[src/rtl/tdm_demux4_rx_pkg.sv]
// Shared definitions for the TDM receive path: FSM encoding and slot
// numbering, which are common with the transmitter-side 4:1 mux.
package tdm_demux4_rx_pkg;

  typedef enum logic {
    ST_IDLE = 1'b0,
    ST_RECV = 1'b1
  } state_e;

  localparam int                SLOT_W    = 2;
  localparam logic [SLOT_W-1:0] LAST_SLOT = 2'd3;

  // Slot index of the word following slot s.
  function automatic logic [SLOT_W-1:0] next_slot(input logic [SLOT_W-1:0] s);
    return s + 2'd1;
  endfunction

endpackage

[src/rtl/tdm_demux4_rx_demux1to4.sv]
// Slot index to one-hot write-enable decoder. A word is written into a slot
// only when it is valid and not a frame-start word. This is the inverse of
// the transmitter's 4:1 slot select.
module demux1to4
  import tdm_demux4_rx_pkg::*;
(
  input  logic              valid,
  input  logic              sync,
  input  logic [SLOT_W-1:0] sel,
  output logic              e0,
  output logic              e1,
  output logic              e2,
  output logic              e3
);

  logic en;

  assign en = valid & ~sync;

  // Exactly one enable is raised for the selected slot when en is set.
  always_comb begin
    e0 = en && (sel == 2'd0);
    e1 = en && (sel == 2'd1);
    e2 = en && (sel == 2'd2);
    e3 = en && (sel == 2'd3);
  end

endmodule

[src/rtl/tdm_demux4_rx.sv]
// Receive end of the 4-channel TDM link. Collects slot words 0..3 into
// shadow registers and copies the complete frame to ch0..ch3 in one edge,
// so the channel outputs never show a half-updated frame.
module tdm_demux4_rx
  import tdm_demux4_rx_pkg::*;
#(
  parameter int WIDTH = 1,
  parameter int CNT_W = 8
) (
  input  logic             clock,
  input  logic             resetn,
  input  logic             din_valid,
  input  logic             din_sync,
  input  logic [WIDTH-1:0] din,
  output logic [WIDTH-1:0] ch0,
  output logic [WIDTH-1:0] ch1,
  output logic [WIDTH-1:0] ch2,
  output logic [WIDTH-1:0] ch3,
  output logic             frame_done,
  output logic             sync_err,
  output logic             busy,
  output logic [CNT_W-1:0] frame_cnt
);

  state_e                  state_q,  state_d;
  logic [SLOT_W-1:0]       slot_q,   slot_d;
  // Slot 3 is never shadowed: it goes straight from din to ch3 on commit.
  logic [2:0][WIDTH-1:0]   shadow_q, shadow_d;
  logic [3:0][WIDTH-1:0]   ch_q,     ch_d;
  logic                    frame_done_q, frame_done_d;
  logic                    sync_err_q,   sync_err_d;
  logic [CNT_W-1:0]        cnt_q,    cnt_d;
  logic [3:0]              wr_en;

  demux1to4 u_demux (
    .valid (din_valid),
    .sync  (din_sync),
    .sel   (slot_q),
    .e0    (wr_en[0]),
    .e1    (wr_en[1]),
    .e2    (wr_en[2]),
    .e3    (wr_en[3])
  );

  // Next-state logic for the frame assembler, shadows, channels and counter.
  always_comb begin
    // NOTE: every signal gets a hold/default value first so no path leaves
    // it unassigned; that is what keeps this block from inferring latches.
    state_d      = state_q;
    slot_d       = slot_q;
    shadow_d     = shadow_q;
    ch_d         = ch_q;
    cnt_d        = cnt_q;
    frame_done_d = 1'b0;
    sync_err_d   = 1'b0;

    unique case (state_q)
      ST_IDLE: begin
        if (din_valid && din_sync) begin
          shadow_d[0] = din;
          slot_d      = 2'd1;
          state_d     = ST_RECV;
        end else if (wr_en[0]) begin
          // Non-sync word with no frame open: dropped and flagged.
          sync_err_d = 1'b1;
        end
      end

      ST_RECV: begin
        if (din_valid && din_sync) begin
          // Early sync: abandon the partial frame, restart at slot 0.
          sync_err_d  = 1'b1;
          shadow_d[0] = din;
          slot_d      = 2'd1;
        end else if (wr_en[LAST_SLOT]) begin
          ch_d[0]      = shadow_q[0];
          ch_d[1]      = shadow_q[1];
          ch_d[2]      = shadow_q[2];
          ch_d[3]      = din;
          frame_done_d = 1'b1;
          cnt_d        = cnt_q + CNT_W'(1);
          slot_d       = 2'd0;
          state_d      = ST_IDLE;
        end else if (wr_en[1]) begin
          shadow_d[1] = din;
          slot_d      = next_slot(slot_q);
        end else if (wr_en[2]) begin
          shadow_d[2] = din;
          slot_d      = next_slot(slot_q);
        end
      end

      default: state_d = ST_IDLE;
    endcase
  end

  // State and output registers; reset discards any partial frame.
  always_ff @(posedge clock or negedge resetn) begin
    // NOTE: the shadow and channel registers are real flops, not a memory,
    // so they are cleared on reset like the rest; outputs must read 0.
    if (!resetn) begin
      state_q      <= ST_IDLE;
      slot_q       <= '0;
      shadow_q     <= '0;
      ch_q         <= '0;
      frame_done_q <= 1'b0;
      sync_err_q   <= 1'b0;
      cnt_q        <= '0;
    end else begin
      // NOTE: non-blocking assignments so every flop samples the values
      // from before this edge, independent of statement order.
      state_q      <= state_d;
      slot_q       <= slot_d;
      shadow_q     <= shadow_d;
      ch_q         <= ch_d;
      frame_done_q <= frame_done_d;
      sync_err_q   <= sync_err_d;
      cnt_q        <= cnt_d;
    end
  end

  assign ch0        = ch_q[0];
  assign ch1        = ch_q[1];
  assign ch2        = ch_q[2];
  assign ch3        = ch_q[3];
  assign frame_done = frame_done_q;
  assign sync_err   = sync_err_q;
  assign busy       = (state_q == ST_RECV);
  assign frame_cnt  = cnt_q;

endmodule

[config.mk]
export PLATFORM = sky130hd
export DESIGN_NAME = tdm_demux4_rx
export DESIGN_NICKNAME = d
export VERILOG_FILES = /design/src/rtl/tdm_demux4_rx_pkg.sv /design/src/rtl/tdm_demux4_rx_demux1to4.sv /design/src/rtl/tdm_demux4_rx.sv
export SDC_FILE = /design/constraint.sdc
export NUM_CORES = 1
export LEC_CHECK = 0
export ABC_CLOCK_PERIOD_IN_PS = 2000
export BUFFER_PORTS_ARGS = -buffer_cell sky130_fd_sc_hd__buf_2
export CAP_MARGIN = 0
export CORE_MARGIN = 2
export CORE_UTILIZATION = 30
export CTS_CLUSTER_SIZE = 10
export DETAILED_ROUTE_END_ITERATION = 10
export MAX_ROUTING_LAYER = met4
export SLEW_MARGIN = 20
export SYNTH_ARGS = -nofsm -noshare
export SYNTH_HDL_FRONTEND = slang
export SYNTH_SLANG_ARGS = --single-unit
[constraint.sdc]
create_clock -name clock -period 2 [get_ports clock]
set_input_delay 0.1 -clock clock [delete_from_list [all_inputs] [get_ports clock]]
set_output_delay 0.1 -clock clock [all_outputs]
set_load 0.01 [all_outputs]
==> summary by stage <==
Run status
The run finished with clean final reports.

Floorplan
The die area is 3720 sq um. The placeable core area is just over 3000 sq um. The floorplan has 20 rows. The die extent in x is 61.0 um. The vertical die dimension is slightly above 60 um. The initial core utilization is 0.316. The I/O pin count is 20.

CTS
Clock-pin slew was measured on the worst setup and hold paths at 0.12 ns. The CTS buffer count is 3. CTS built an H-tree with a depth of 1. After clock tree synthesis, the repair step resized 0 gates. The clock sink total is 20. TritonCTS built the clock tree. The root buffer selected by CTS is clkbuf_4.

The number of buffers added to fix hold violations after cts is 1. In this run the post-CTS setup repair buffer count came out at 0. No sink is reached through more buffers than the 2 on the longest clock path. The clock latency on the worst-skew pair is roughly 0.31 ns.

Run
Across the run, the number of max-cap violations was 0.

Place
The post-detailed-placement half-perimeter wirelength is 1340 um. The count of buffers inserted at the top-level ports is 19. Routability-driven placement finished with a final weighted congestion of 0.801.

Synthesis
The most used standard cell by instance count after synthesis is nand2_1. The number of nets produced by synthesis is 99. The post-synthesis cell type count is 26. dfrtp_1 takes more of the synthesized area than any other cell. The combined area of all synthesized cells is 973 sq um. The share of the Yosys chip area taken by registers is 0.514. A synthesized cell averages roughly 11 sq um.

The async set or reset register ratio after synthesis is 1.00. The predominant post-synthesis flop cell is dfrtp_1. Of the post-synthesis cell area, the dominant cell type holds 0.514. Synthesis inferred 20 register bits.

The number of enable-type register cells in the synthesized netlist is 0. During synthesis, Yosys emitted a total of 0 warnings. The post-synthesis instance total is just under 90. Yosys attributes the largest share of cell area to dfrtp_1 51%, nand2_1 9.3%, ha_1 6.4%, xnor2_1 5.4%, nand4_1 3.2%. The commonest cells after synthesis are 24 x nand2_1, 20 x dfrtp_1, 6 x xnor2_1.

Power and ir drop
The power consumption is about 1400 uW. The highest ir drop seen on vdd is 0.564 mV. The leakage power is between 0.0005 and 0.0006 uW. Power spread over the standard cell area amounts to roughly 1200 nW/um^2.

Finish
Of the cells placed in the final design, the portion with a size suffix greater than 1 is 0.273. The number of nets in the finished design is 121. The repair_antennas step left the layout with diodes totalling 0.

The area growth from synthesis to layout is 19.2%. For this run, the share of the core covered by cells in the final layout is 0.377.

GRT
The via count of the first global-routing pass was ~670. The global route total overflow is 0. Entering global routing, the biggest net connects 21 pins. The initial antenna violation count was 0.

The wire length of the first global-routing pass is between 3000 and 4000 um. The global routing usage summed across all routing layers is 0.120.

Worst hold path
Counting instances, the worst hold path has a depth of 3. The path type of the worst min-delay path is input port to register. The worst hold path terminates at ch3. The worst hold path begins at din.

Setup path
The worst register-to-register path has a setup slack of ~0.41 ns. STA classifies the critical path endpoint as a register. The kind of cell adding the most delay to the critical path is flip-flops.

The start of the worst register-to-register path is slot_q[0]. The capture point of the worst reg-to-reg path is shadow_q[2]. Among all stages on the critical path, the largest delay is contributed by dfrtp_1. The maximum fanout count along the critical path is 5. The number of cells on the worst reg-to-reg path is 4. In this design, the stage delay of the slowest critical-path cell is around 0.44 ns. The critical path data arrival time is between 1.5 and 2 ns.

Traced cell by cell, the critical path runs through ha_1 -> and4bb_2 -> nand3b_1 -> mux2_1. The startpoint class of the critical path is a register. Data on the critical path is required at its endpoint by 2.20 ns. The combined buffer and inverter count along the critical path is 0. The worst setup path is of the register to register kind.

Timing
In this run the tightest slew margin relative to its limit is 0.708. The smallest clock period supported by the final layout is computed as approximately 1.6 ns. In the final timing run, aggregate negative setup slack is 0 ns.

The count of final hold-check violations is 0. For the pin with the worst max-slew slack, the measured transition is roughly 0.44 ns. The achievable frequency is between 0.6 and 0.7 GHz. The final max-slew violation count is 0.

Across the routed clock network, the largest skew measured is 0.00942 ns. Setup violations remaining at the end of the flow were counted as 0. The share of the clock period used by the worst path is 0.794.

Setup repair after global routing left no endpoint under its margin.

Drt
The first detailed-routing pass took 4 iterations. The ratio of routed vias to standard cells is approximately 4.6. The count of nets left with antenna violations once routing finished came out at 0. The sum of routed wire length over all layers is 1800 um. For this block, the initial DRC count from the detailed router was 36. The DRC violations left is 0. The final routed wire length divided by cell count is 11.7 um. The routed layout has between 700 and 800 vias.
==> tightest hold or removal path: cells and delay by family <==
family	cells	cell delay, ns
buf+inv	1	0.11
simple gates	2	0.10
==> report_power, final <==
group,internal [uW],switching [uW],leakage [uW]
logic,184,215,0.000309
registers,512,114,0.000258
clock network,203,131,0.0000279
==> worst max path at each step <==
| stage | from | to | slack [ns] | cells past startpoint |
|---|---|---|---|---|
| final | slot_q[0] | shadow_q[2] | 0.41 | 4 |
| after global routing | slot_q[1] | frame_cnt[3] | 0.24 | 5 |
| after CTS | slot_q[0] | slot_q[0] | 0.39 | 4 |
| after detailed placement | slot_q[0] | slot_q[0] | 0.41 | 4 |
| after global placement | slot_q[0] | slot_q[0] | 0.47 | 4 |
| after floorplan | slot_q[0] | shadow_q[2] | 0.52 | 4 |
==> per-stage QoR <==
stage	setup WS, ns	area [sq um]	instances	hold WS (ns)
final	0.411	1160	154	0.0204
after global routing	0.245	1160	154	0.0447
after floorplan	0.515	973	89	-0.196
after CTS	0.395	1160	154	0.0185
after detailed placement	0.410	1100	149	0.0724
after global placement	0.465	1100	149	0.0743
==> logic make-up (layout without fill, tap and decap cells) <==
kind of cell    Yosys count  after routing  synth area share
xor+xnor                  7              7            0.0630
buf+inv                   8             29            0.0463
compound gates            5              5            0.0308
simple gates             40             40             0.236
fa+ha+maj                 5              5            0.0643
flops                    20             20             0.514
mux                       4              4            0.0450
==> layout by cell type (no fill, tap or decap) <==
master         Yosys  routed
a21oi_1            1       1
and4bb_2           1       1
nand2_1           24      24
nand3_1            1       1
xnor2_1            6       6
o21ai_0            2       2
and3_1             1       1
mux2i_1            1       1
buf_2              0      19
mux2_1             2       2
and2b_2            1       1
inv_1              4       4
a22oi_1            1       1
ha_1               5       5
bufinv_16          0       1
nand3b_1           2       2
dfrtp_1           20      20
nand4b_4           1       1
nor2_1             1       1
clkbuf_4           0       3
inv_2              1       1
nor4_2             2       2
nand4b_1           1       1
mux2_2             1       1
dlygate4sd3_1      0       1
o211ai_1           1       1
nand4_1            5       5
xor2_1             1       1
==> per-layer routing <==
| layer | wire, um | global-route usage | up-vias |
|---|---|---|---|
| met5 | 0 | - | - |
| met1 | 775 | 0.134 | 341 |
| met3 | 93 | 0.0384 | 4 |
| met2 | 912 | 0.203 | 19 |
| met4 | 16 | 0.0373 | 0 |
| li1 | - | - | 341 |
==> registers in the layout (all words and copies together) (netlist names) <==
signal      count
busy            1
ch0             1
ch1             1
ch2             1
ch3             1
frame_cnt       8
frame_done      1
shadow_q        3
slot_q          2
sync_err        1
==> area by class of cell <==
type,count,area (sq um)
Sequential cell,20,500
Fill cell,344,1920
Multi-Input combinational cell,61,428
Clock buffer,3,22.5
Timing Repair Buffer,20,105
Inverter,5,18.8
Tap cell,44,55.1
Clock inverter,1,30.0
No activity file was read; power rests on OpenSTA's default activity.
